`src/rtl/left_barrel_shifter_pipe.sv`:
```
// Three-stage pipelined 8-bit left rotator (4/2/1 steps) with valid/ready flow control.
// Define LSL_MODE_EN to add a per-request `mode` input selecting logical shift (1) or rotate (0).
module left_barrel_shifter_pipe (
    input  logic       clk,
    input  logic       reset,
    input  logic       in_valid,
    output logic       in_ready,
    input  logic [7:0] in,
    input  logic [2:0] amt,
`ifdef LSL_MODE_EN
    input  logic       mode,
`endif
    output logic       out_valid,
    input  logic       out_ready,
    output logic [7:0] out
);

    function automatic logic [7:0] step4(input logic [7:0] d, input logic en, input logic lsl);
        if (!en) return d;
        return lsl ? {d[3:0], 4'h0} : {d[3:0], d[7:4]};
    endfunction

    function automatic logic [7:0] step2(input logic [7:0] d, input logic en, input logic lsl);
        if (!en) return d;
        return lsl ? {d[5:0], 2'b00} : {d[5:0], d[7:6]};
    endfunction

    function automatic logic [7:0] step1(input logic [7:0] d, input logic en, input logic lsl);
        if (!en) return d;
        return lsl ? {d[6:0], 1'b0} : {d[6:0], d[7]};
    endfunction

    logic       req_mode;
`ifdef LSL_MODE_EN
    assign req_mode = mode;
`else
    assign req_mode = 1'b0;
`endif

    logic       s1_valid, s2_valid, s3_valid;
    logic [7:0] s1_data, s2_data, s3_data;
    logic [1:0] s1_amt;
    logic       s2_amt;
    logic       s1_mode, s2_mode;
    logic       adv1, adv2, adv3;
    logic [7:0] s1_next, s2_next, s3_next;

    // A stage moves when it is empty or its successor moves, so bubbles collapse under stall.
    always_comb begin
        adv3     = !s3_valid || out_ready;
        adv2     = !s2_valid || adv3;
        adv1     = !s1_valid || adv2;
        in_ready = adv1 && !reset;
        s1_next  = step4(in, amt[2], req_mode);
        s2_next  = step2(s1_data, s1_amt[1], s1_mode);
        s3_next  = step1(s2_data, s2_amt, s2_mode);
    end

    always_ff @(posedge clk) begin
        if (reset) begin
            s1_valid <= 1'b0;
            s2_valid <= 1'b0;
            s3_valid <= 1'b0;
            s1_data  <= 8'h00;
            s2_data  <= 8'h00;
            s3_data  <= 8'h00;
            s1_amt   <= 2'b00;
            s2_amt   <= 1'b0;
            s1_mode  <= 1'b0;
            s2_mode  <= 1'b0;
        end else begin
            // Data registers load only with a real request, keeping out at 0 until the first result.
            if (adv1) begin
                s1_valid <= in_valid;
                if (in_valid) begin
                    s1_data <= s1_next;
                    s1_amt  <= amt[1:0];
                    s1_mode <= req_mode;
                end
            end
            if (adv2) begin
                s2_valid <= s1_valid;
                if (s1_valid) begin
                    s2_data <= s2_next;
                    s2_amt  <= s1_amt[0];
                    s2_mode <= s1_mode;
                end
            end
            if (adv3) begin
                s3_valid <= s2_valid;
                if (s2_valid) begin
                    s3_data <= s3_next;
                end
            end
        end
    end

    assign out_valid = s3_valid;
    assign out       = s3_data;

endmodule

```
`config.mk`:
```
export PLATFORM = sky130hd
export DESIGN_NAME = left_barrel_shifter_pipe
export DESIGN_NICKNAME = d
export VERILOG_FILES = /design/src/rtl/left_barrel_shifter_pipe.sv
export SDC_FILE = /design/constraint.sdc
export NUM_CORES = 1
export LEC_CHECK = 0
export BUFFER_PORTS_ARGS = -buffer_cell sky130_fd_sc_hd__buf_2
export CAP_MARGIN = 10
export CORE_MARGIN = 2
export CORE_UTILIZATION = 40
export DETAILED_ROUTE_END_ITERATION = 8
export GPL_ROUTABILITY_DRIVEN = 0
export PLACE_DENSITY = 0.71
export SLEW_MARGIN = 10
export SYNTH_ARGS = -nofsm -noshare
export SYNTH_HDL_FRONTEND = slang
export SYNTH_SLANG_ARGS = --single-unit
```
`constraint.sdc`:
```
create_clock -name clk -period 2 [get_ports clk]
set_input_delay 0.3 -clock clk [delete_from_list [all_inputs] [get_ports clk]]
set_output_delay 0.3 -clock clk [all_outputs]
set_load 0.02 [all_outputs]
```
# After elaboration in Yosys (flattened, before gate mapping)
# Cells that the tools add are included.
dict set report word_totals {
  in_bits 15
  output_inout_bits 10
  word_cells 22
  ff_bits 30
}
dict set report classes {
  n_reduce_logical 11
  n_mux 3
}
# op n
set op_table {}
lappend op_table {{$mux W8} 3}
lappend op_table {{$reduce_and A2 Y1} 3}
lappend op_table {{$logic_not A1 Y1} 4}
lappend op_table {{$logic_or A1 B1 Y1} 3}
lappend op_table {{$logic_and A1 B1 Y1} 1}

# Logic depth before layout (Yosys ltp)
dict set report depth {
  ltp_word 5
  ltp_mapped 5
}

# Least setup slack after synthesis
# Ideal clock, no wire load.
dict set report synth_timing {
  path_type {reg-to-output}
  startpoint {register s3_valid, in the netlist out_valid}
  endpoint {output in_ready}
  setup_slack_ps 483
  n_path_buf 1
  t_arrival_ps 1217
  stages_incl_launch_ff 4
  cell_sequence {dfxtp_1 nand4b_2 clkbuf_1 nor2b_1}
}
dict set report synth_between {
  elab_chain_cells 5
}
# element line
set synth_rtl {}
lappend synth_rtl {{start, declared} 40} ;# logic s1_valid, s2_valid, s3_valid;
lappend synth_rtl {{start signal, assigned} 90} ;# s3_valid <= s2_valid;
lappend synth_rtl {{$logic_not A1 Y1} 50} ;# adv3 = !s3_valid || out_ready;
lappend synth_rtl {{$logic_or A1 B1 Y1} 50}
lappend synth_rtl {{$logic_or A1 B1 Y1} 51} ;# adv2 = !s2_valid || adv3;
lappend synth_rtl {{$logic_or A1 B1 Y1} 52} ;# adv1 = !s1_valid || adv2;
lappend synth_rtl {{$logic_and A1 B1 Y1} 53} ;# in_ready = adv1 && !reset;
lappend synth_rtl {{end, declared} 7} ;# output logic in_ready,
# Every way passes these cells.

# Worst setup path after layout
# Ends and elaborated chain as after synthesis.

==> impl_metrics.tcl <==
set metrics [dict create \
    clock_latency_ns 0.28 \
    critPathKind "flip-flop to primary output" \
    drv_slew 0 \
    numPortBuffers 24 \
    die_area_mm2 0.00426 \
    hpwl_mm 2.21 \
    synth_edf_count 0 \
    ys_types 20 \
    drtIter0Drc 52 \
    grt_pass1_wl_mm 4.84 \
    nFillCells 340 \
    p_switching_uw 362 \
    ys_seq_area_share_pct 40.0 \
    yosysTopAreaCell "dfxtp_1" \
    grt_pass1_vias 1078 \
    swShare_pct 25.3 \
    crit_fanout 14 \
    ys_ff_latch 30 \
    power.internal_uw 1070 \
    synth.avg_cell_area_um2 11.0 \
    post-route-period-util_pct 88.9 \
    io_pins 25 \
    clock_power_share_pct 39.8 \
    critPathMaxStageDelay_ns 0.43 \
    area_delta_synth_final_pct 15.4 \
    netlist_area_mm2 0.00150 \
    vias 1111 \
    rows 22 \
    clk_pin_slew_worst_paths_ns 0.06 \
    grt-ovfl-total 0 \
    dp.cells 199 \
    start_kind "flip-flop" \
    layout-drive-gt1-share_pct 40.3 \
    clock-sinks 30 \
    netlist_instances 137 \
    combPwrFrac_pct 13.6 \
    async_reset_ff_share_pct 0 \
    cts_buffer_depth 2 \
    regArea_um2 601 \
    slowest_stage "dfxtp_1" \
    diodes 0 \
    post-route-drc-count 0 \
    cts_root_buffer "clkbuf_8" \
    start_util_pct 41.3 \
    p_per_area_mw_per_mm2 825 \
    fmax_mhz 562 \
    power_frac_seq_pct 46.6 \
    ir_drop_v 0.000292 \
    cap_violations 0 \
    htreeDepth 2 \
    required_ns 1.70 \
    relSlewSlack_pct 67.6 \
    endpoint_kind "primary output" \
    antenna_left 0 \
    leakagePower_uw 0.000673 \
    cp.arrival_ns 1.48 \
    antenna_found_initial 0 \
    synth_area_leaders "dfxtp_1 (40%), a211oi_2 (20%), mux2i_1 (17%), a21oi_1 (9.3%), buf_6 (3.0%)" \
    nets 173 \
    ys_warn_count 0 \
    rsz0062_at_grt "no" \
    cts_setup_buffers 0 \
    outcome "complete, no violations" \
    synth_top_area_share_pct 40.0 \
    syn_nets 152 \
    synthFlopType "dfxtp_1" \
    grt_usage_pct 14.9 \
    final_cell_mix "dfxtp_1 (30), a21oi_1 (28), mux2i_1 (25), a211oi_2 (24), buf_2 (24)" \
    viasPerCell 5.37 \
    setup_viol 0 \
    period_needed_ns 1.78 \
    tightestPinTransition_ns 0.486 \
    first_pass_iters 4 \
    postCtsHoldBufs 0 \
    clock_skew_ns 0.00461 \
    routed_wirelength_mm 2.96 \
    hold_path.class "input port to flip-flop" \
    core_mm2 0.00363 \
    cts_tree "built" \
    wl_per_cell_um 14.3 \
    layout_commonest_cell "dfxtp_1" \
    tns_ns 0 \
    layout.cells.non_filler 207 \
    die_h_um 65.3 \
    post_cts_resized 0 \
    numCtsBuffers 5 \
    multi_input_area_um2 801 \
    grt_max_degree 16 \
    path_cells "nand4b_2 -> nor2b_1 -> buf_2" \
    report.final.hold_viol_count 0 \
    die_x_um 65.3 \
]
## metrics by stage
stage / hold slack [ns] / power (uW) / area (um2) / worst slack, ns / util (%)
5_1_grt: 0.281 / 1490 / 1730 / 0.0987 / 47.7
3_5_place_dp: 0.477 / 877 / 1620 / 0.402 / 44.7
2_1_floorplan: 0.447 / 826 / 1500 / 0.483 / -
6_report: 0.270 / 1430 / 1730 / 0.221 / 47.7
3_3_place_gp: 0.481 / 867 / 1620 / 0.501 / 44.7
4_1_cts: 0.262 / 1450 / 1730 / 0.180 / 47.7
## final timing paths
path	endpoint	slack, ns	cells after the start	from
min	s1_amt[1]	0.27	3	amt[1]
max reg2reg	s1_data[1]	0.46	3	out_valid
max	in_ready	0.22	3	out_valid
min reg2reg	s1_amt[0]	0.49	2	s1_amt[0]
## cells in the mapped netlist (2+ instances only)
cell	number
a211oi_2	24
a21oi_1	28
and2_1	2
buf_1	3
buf_2	2
buf_6	4
clkbuf_1	2
clkbuf_2	3
dfxtp_1	30
inv_1	3
mux2i_1	25
nand2b_1	3
## worst max-delay path: cells and delay by family, from the launching register on
family / cells / cell delay [ns]
DFF: 1 / 0.43
buffers and inverters: 1 / 0.17
and+or+nand+nor: 2 / 0.60
## cell type report
type                       count  share of cell area, %
timing repair buffer          28                   8.66
sequential                    30                   34.7
multi-input combinational     90                   46.2
tap                           48                   3.47
clock buffer                   8                   6.35
inverter                       3                  0.650
## state kept, by name, summed over array words and instances (netlist names)
register,flops
out,8
out_valid,1
s1_amt,2
s1_data,8
s1_valid,1
s2_amt,1
s2_data,8
s2_valid,1
## metal layers
layer | wire, um | global-route usage [%]
met5 | 0 | 0
met4 | 36 | 6.25
met3 | 60 | 4.62
met2 | 1510 | 24.6
met1 | 1350 | 17.9
## cell families after synthesis
| group | count (synthesis) | share of synthesized area, % |
|---|---|---|
| muxes | 25 | 16.7 |
| buffers and inverters | 17 | 6.67 |
| DFF | 30 | 40.0 |
| AOI/OAI and AO/OA | 54 | 30.3 |
| and+or+nand+nor | 11 | 6.33 |
## power groups by stage
stage / Combinational, uW / Clock [uW] / Sequential, uW
6_report: 194 / 569 / 667
4_1_cts: 197 / 582 / 667
2_1_floorplan: 146 / 0 / 680
3_5_place_dp: 197 / 0 / 680
5_1_grt: 211 / 604 / 671
3_3_place_gp: 189 / 0 / 678
No activity file was read; power rests on OpenSTA's default activity.
